$ cat src/rtl/battery_ctrl_pkg.sv
// Shared constants for the charge/discharge supervisor: FSM state codes, duty ceiling
// and the SOC thermometer thresholds.
package battery_ctrl_pkg;

  typedef enum logic [2:0] {
    StIdle      = 3'd0,
    StCharge    = 3'd1,
    StTopoff    = 3'd2,
    StDischarge = 3'd3,
    StFault     = 3'd4
  } state_e;

  localparam logic [7:0] PCT_MAX = 8'd100;

  localparam logic [7:0] LED_THRESH [8] = '{
    8'd12, 8'd25, 8'd37, 8'd50, 8'd62, 8'd75, 8'd87, 8'd100
  };

  function automatic logic [7:0] led_bar(input logic [7:0] s);
    logic [7:0] res;
    for (int i = 0; i < 8; i++) begin
      res[i] = (s >= LED_THRESH[i]);
    end
    return res;
  endfunction

endpackage

$ cat src/rtl/duty_ramp.sv
// One duty channel: steps 1 %/tick toward its target, can be blocked from rising
// (break-before-make) and is zeroed at once by force_zero.
module duty_ramp
  import battery_ctrl_pkg::*;
(
  input  logic       clk,
  input  logic       rst,
  input  logic       tick,
  input  logic [7:0] target,
  input  logic       hold_up,
  input  logic       force_zero,
  output logic [7:0] duty
);

  logic [7:0] tgt;
  logic [7:0] duty_d, duty_q;

  assign tgt = (target > PCT_MAX) ? PCT_MAX : target;

  always_comb begin
    duty_d = duty_q;
    if (force_zero) begin
      duty_d = '0;
    end else if (tick) begin
      if (duty_q < tgt && !hold_up) begin
        duty_d = duty_q + 8'd1;
      end else if (duty_q > tgt) begin
        duty_d = duty_q - 8'd1;
      end
    end
  end

  always_ff @(posedge clk or posedge rst) begin
    if (rst) begin
      duty_q <= '0;
    end else begin
      duty_q <= duty_d;
    end
  end

  assign duty = duty_q;

endmodule

$ cat src/rtl/charge_duty_ctrl.sv
// Charge / top-off / discharge supervisor producing slew-limited duty commands for
// the charger (d1) and load (d2) legs of the downstream pwm block.
module charge_duty_ctrl
  import battery_ctrl_pkg::*;
#(
  parameter int unsigned CLK_HZ   = 50000000,
  parameter int unsigned RAMP_HZ  = 1000,
  parameter int unsigned SOC_LOW  = 20,
  parameter int unsigned SOC_HIGH = 95,
  parameter int unsigned SOC_FULL = 100,
  parameter int unsigned HYST     = 5,
  parameter int unsigned D1_MAX   = 90,
  parameter int unsigned D1_TOP   = 30,
  parameter int unsigned D2_MAX   = 80
) (
  input  logic       clk,
  input  logic       rst,
  input  logic [7:0] soc,
  input  logic       soc_valid,
  input  logic       en,
  input  logic       load_req,
  input  logic       fault_in,
  output logic [7:0] d1,
  output logic [7:0] d2,
  output logic [2:0] state,
  output logic       low_batt,
  output logic [7:0] led
);

  localparam int unsigned TICK_DIV = CLK_HZ / RAMP_HZ;
  localparam int unsigned CntW     = (TICK_DIV > 1) ? $clog2(TICK_DIV) : 1;

  localparam logic [7:0] SocLow    = 8'(SOC_LOW);
  localparam logic [7:0] SocLowClr = 8'(SOC_LOW + HYST);
  localparam logic [7:0] SocHigh   = 8'(SOC_HIGH);
  localparam logic [7:0] SocReChg  = 8'(SOC_HIGH - HYST);
  localparam logic [7:0] SocFull   = 8'(SOC_FULL);
  localparam logic [7:0] D1Max     = 8'(D1_MAX);
  localparam logic [7:0] D1Top     = 8'(D1_TOP);
  localparam logic [7:0] D2Max     = 8'(D2_MAX);

  logic [CntW-1:0] presc_q;
  logic            tick;
  logic [7:0]      soc_q;
  logic            have_sample_q;
  state_e          state_d, state_q;
  logic            low_batt_d, low_batt_q;
  logic [7:0]      d1_tgt, d2_tgt;
  logic            force_zero;
  logic            d1_hold, d2_hold;

  // Prescaler
  assign tick = (presc_q == CntW'(TICK_DIV - 1));

  always_ff @(posedge clk or posedge rst) begin
    if (rst) begin
      presc_q <= '0;
    end else if (tick) begin
      presc_q <= '0;
    end else begin
      presc_q <= presc_q + 1'b1;
    end
  end

  // SOC capture, clamped to 100 %
  always_ff @(posedge clk or posedge rst) begin
    if (rst) begin
      soc_q         <= '0;
      have_sample_q <= 1'b0;
    end else if (soc_valid) begin
      soc_q         <= (soc > PCT_MAX) ? PCT_MAX : soc;
      have_sample_q <= 1'b1;
    end
  end

  // Next-state logic; priority is fault, then enable, then load request, then SOC
  always_comb begin
    state_d    = state_q;
    low_batt_d = low_batt_q;
    if (fault_in) begin
      state_d = StFault;
    end else begin
      unique case (state_q)
        StIdle: begin
          if (en && have_sample_q) begin
            if (load_req) begin
              if (!low_batt_q && soc_q > SocLow) state_d = StDischarge;
            end else if (soc_q < SocHigh) begin
              state_d = StCharge;
            end else if (soc_q < SocFull) begin
              state_d = StTopoff;
            end
          end
        end
        StCharge: begin
          if (!en || load_req)      state_d = StIdle;
          else if (soc_q >= SocHigh) state_d = StTopoff;
        end
        StTopoff: begin
          if (!en || load_req || soc_q >= SocFull) state_d = StIdle;
          else if (soc_q < SocReChg)               state_d = StCharge;
        end
        StDischarge: begin
          if (!en || !load_req) begin
            state_d = StIdle;
          end else if (soc_q <= SocLow) begin
            state_d    = StIdle;
            low_batt_d = 1'b1;
          end
        end
        StFault: begin
          if (!en) state_d = StIdle;
        end
        default: state_d = StIdle;
      endcase
    end
    if (soc_q >= SocLowClr) low_batt_d = 1'b0;
  end

  always_ff @(posedge clk or posedge rst) begin
    if (rst) begin
      state_q    <= StIdle;
      low_batt_q <= 1'b0;
    end else begin
      state_q    <= state_d;
      low_batt_q <= low_batt_d;
    end
  end

  // Targets follow the registered state so a same-cycle crossing ramps toward the old target
  always_comb begin
    d1_tgt = '0;
    d2_tgt = '0;
    unique case (state_q)
      StCharge:    d1_tgt = D1Max;
      StTopoff:    d1_tgt = D1Top;
      StDischarge: d2_tgt = D2Max;
      default: begin
        d1_tgt = '0;
        d2_tgt = '0;
      end
    endcase
  end

  assign force_zero = (state_d == StFault);
  assign d1_hold    = (d2 != 8'd0);
  assign d2_hold    = (d1 != 8'd0);

  duty_ramp u_ramp_d1 (
    .clk        (clk),
    .rst        (rst),
    .tick       (tick),
    .target     (d1_tgt),
    .hold_up    (d1_hold),
    .force_zero (force_zero),
    .duty       (d1)
  );

  duty_ramp u_ramp_d2 (
    .clk        (clk),
    .rst        (rst),
    .tick       (tick),
    .target     (d2_tgt),
    .hold_up    (d2_hold),
    .force_zero (force_zero),
    .duty       (d2)
  );

  assign state    = state_q;
  assign low_batt = low_batt_q;
  assign led      = led_bar(soc_q);

endmodule

$ cat config.mk
export PLATFORM = sky130hd
export DESIGN_NAME = charge_duty_ctrl
export DESIGN_NICKNAME = d
export VERILOG_FILES = /design/src/rtl/battery_ctrl_pkg.sv /design/src/rtl/duty_ramp.sv /design/src/rtl/charge_duty_ctrl.sv
export SDC_FILE = /design/constraint.sdc
export NUM_CORES = 1
export LEC_CHECK = 0
export ABC_AREA = 1
export CORE_AREA = 2 2 79 81
export DETAILED_ROUTE_END_ITERATION = 8
export DIE_AREA = 0 0 81 83
export GPL_ROUTABILITY_DRIVEN = 0
export GPL_TIMING_DRIVEN = 0
export PLACE_DENSITY = 0.9
export SYNTH_ARGS = -nofsm -noshare
export SYNTH_HDL_FRONTEND = slang
export SYNTH_SLANG_ARGS = --single-unit
$ cat constraint.sdc
create_clock -name clk -period 3.11 [get_ports clk]
set_input_delay 0.933 -clock clk [delete_from_list [all_inputs] [get_ports clk]]
set_output_delay 0.933 -clock clk [all_outputs]
set_load 0.02 [all_outputs]
==> out/summary.txt <==
clk_lat worst skew: 0.31 ns
core box area: 5820 sq um
MaxCap Viol Count: 0
placed insts: 539
Routed WL: 7.24 mm
sequential power share: 27.4%
antenna-violating nets left: 0
Post-Synthesis Cells: 422
die height: 83 um
unrepaired setup endpoints after global routing: yes
Num CTS Buffers: 5
Max H-tree Level: 2
Root Buffer: clkbuf_8
Internal: 1.55 mW
clk_skew: 0.0108 ns
worst slew pin tran: 0.536 ns
die area: 6720 sq um
Die Width: 81 um
dpl ws: 0.0278 ns
Sw Pwr: 1.23 mW
crit share post-route: 94.5%
Setup violations, final: 0
final core occ: 66.2%
# DRC: 0
layout cells sized above 1: 11.8%
final hold viol count: 0
Synth Cell Area: 3180 sq um
Pwr per Cell Area: 722 nW/um^2
I/O pin total: 42
Worst Path Max Fanout: 6
vias in the first global route: 2,973
clock share of power: 13.3%
area grow syn2layout: 20.9%
Vias/cell: 5.52
final worst slack: 0.171 ns
DP HPWL: 5.62 mm
GRT Overall Usage: 23.0%
CP startpoint kind: flop
Routed WL per cell: 13.2 um
first-pass GRT wire length: 12.5 mm
Final nets: 508
Starting Density: 54.7%
Bufs on Longest Clock Path: 2
Setup Crit Path Kind: reg2reg
initial DRC count: 109
HP Class: reg2reg
Data arrival, critical path: 3.12 ns
Pre-antenna DRT Iters: 5
VDD IR max: 394 uV
placed cell area: 3710 sq um
hold buffers post-CTS: 0
clock sink count: 45
Slew Limit Fails: 0
Seq/Total Area, Yosys: 35.4%
antenna diode count: 0
LEAKAGE: 1.87 nW
status: completed
pin count of the biggest net entering global routing: 34
layout filler cell count: 509
Combinational Power Share: 59.3%
crit end category: flop
Yosys reg bits: 45
Post-Layout Cell Count: 550
CP required: 3.29 ns
Min Clock Period, post-route: 2.94 ns
total grt overflow: 0
Cell variety after synth: 38
syn_nets: 456
Setup TNS: 0 ns
CTS tree: yes
via count: 3,034
CTS clk-pin slew, worst paths: 0.09 ns
mean area per synthesized cell: 7.54 sq um
fmax: 0.340 GHz
Max-Slew Margin vs Limit: 63.9%
PortBufs: 41
cell row count: 28
Final Instance Area: 3850 sq um
initial antenna violation count: 0
YS warnings: 0
sw frac: 44.3%
## stage by stage
step / total power [mW] / hold slack [ns]
after floorplan: 1.96 / 0.433
after global placement: 2.27 / 0.451
after detailed placement: 2.36 / 0.451
after CTS: 2.73 / 0.474
after global routing: 3.02 / 0.526
final: 2.78 / 0.473
## per-layer routing
| layer | GRT usage (%) | up-vias | share of wire (%) |
|---|---|---|---|
| met3 | 3.80 | 13 | 3.9 |
| met1 | 27.8 | 1444 | 43 |
| met5 | 0 | - | 0 |
| li1 | - | 1492 | - |
| met2 | 40.7 | 85 | 52 |
| met4 | 7.55 | 0 | 1.6 |
## sequential cells by signal, indices dropped and copies added, names as in the netlist
signal,flops
have_sample_q,1
state,3
presc_q,16
u_ramp_d2.duty,8
u_ramp_d1.duty,8
soc_q,8
low_batt,1
## worst max-delay path: stages (launching register included)
cell and delay, ns:
dfrtp_1 0.47, inv_1 0.14, nand3_1 0.15, ha_1 0.33
nand2_1 0.09, nand4_1 0.29, buf_4 0.26, buf_4 0.14
ha_1 0.32, nand2_1 0.12, nand2_1 0.06, a21oi_1 0.16
xor2_1 0.20, a211oi_2 0.09
## cells in the final DEF (no fill, tap or decap), types with 3 or more instances in the layout
cell / instances
nand2_1: 82
inv_1: 61
dfrtp_1: 45
nor2_1: 41
clkdlybuf4s50_1: 40
o21ai_0: 30
nand3_1: 25
a21oi_1: 21
ha_1: 15
nand2_2: 11
nand4_1: 8
nor4_1: 7
xnor2_1: 7
nor3_1: 7
xor2_1: 6
or2_2: 5
inv_2: 5
o21ai_2: 5
clkbuf_8: 5
o21ai_1: 4
a31oi_1: 4
o31ai_1: 4
nand3_2: 3
nor2_2: 3
clkbuf_1: 3
buf_4: 3
## cells by family after synthesis
logic type / Yosys count / share of synthesized area [%]
AOI/OAI and AO/OA: 75 / 14.2
xor gates and xnor gates: 13 / 3.58
adders and majority gates: 20 / 8.34
buffers and inverters: 69 / 8.69
DFF: 45 / 35.4
and+or+nand+nor: 200 / 29.8
## synthesized netlist by cell type, drive strengths merged
| master | instances | share of area (%) |
|---|---|---|
| ha | 18 | 7.1 |
| dfrtp | 45 | 35 |
| fa | 2 | 1.3 |
| nand2 | 95 | 13 |
| o31ai | 4 | 0.94 |
| a31oi | 4 | 0.79 |
| nand3b | 2 | 0.47 |
| o21bai | 1 | 0.59 |
| inv | 66 | 7.8 |
| a211oi | 2 | 0.47 |
| o21ai | 39 | 6.7 |
| nand4 | 8 | 1.6 |
| or2 | 6 | 1.2 |
| nor2 | 45 | 5.8 |
| a21oi | 23 | 4.1 |
| nor4 | 8 | 1.8 |
| clkbuf | 1 | 0.12 |
| xor2 | 6 | 1.7 |
| o41ai | 1 | 0.28 |
| buf | 2 | 0.79 |
| nor3 | 7 | 1.1 |
| xnor2 | 7 | 1.9 |
| o311ai | 1 | 0.28 |
| nand3 | 29 | 5.4 |
## final cells by class
class	instances	area (sq um)	share of cell area, %
repair buffers	45	455	11.8
inverters	66	248	6.44
well taps	75	93.8	2.44
multi-input cells	308	1810	47.1
clock inverters	1	7.51	0.195
clock buffers	7	76.3	1.98
plain buffers	3	28.8	0.748
flip-flops and latches	45	1130	29.3
## power groups by stage
stage	combinational [mW]	sequential (mW)	clock, mW
2_1_floorplan	1.14	0.815	0
3_3_place_gp	1.51	0.761	0
3_5_place_dp	1.60	0.765	0
4_1_cts	1.61	0.754	0.369
5_1_grt	1.85	0.773	0.396
6_report	1.65	0.761	0.370
## worst paths after layout
check | cells after the start | startpoint | end | slack [ns]
max in group asynchronous | 3 | rst | u_ramp_d2.duty[2] | 1.75
worst min-delay path | 1 | presc_q[0] | presc_q[0] | 0.47
worst max register to register | 13 | state[2] | u_ramp_d2.duty[6] | 0.17
worst max-delay path | 13 | state[2] | u_ramp_d2.duty[6] | 0.17
worst min register to register | 1 | presc_q[0] | presc_q[0] | 0.47
min in group asynchronous | 2 | rst | state[1] | 0.89
## repair_timing
item                                    in CTS  in global routing
resized for setup                            0                  8
setup buffers                                2                  1
endpoints found under the setup margin       1                  6
pin swaps                                    0                  1
Power figures use the tool's default switching activity.
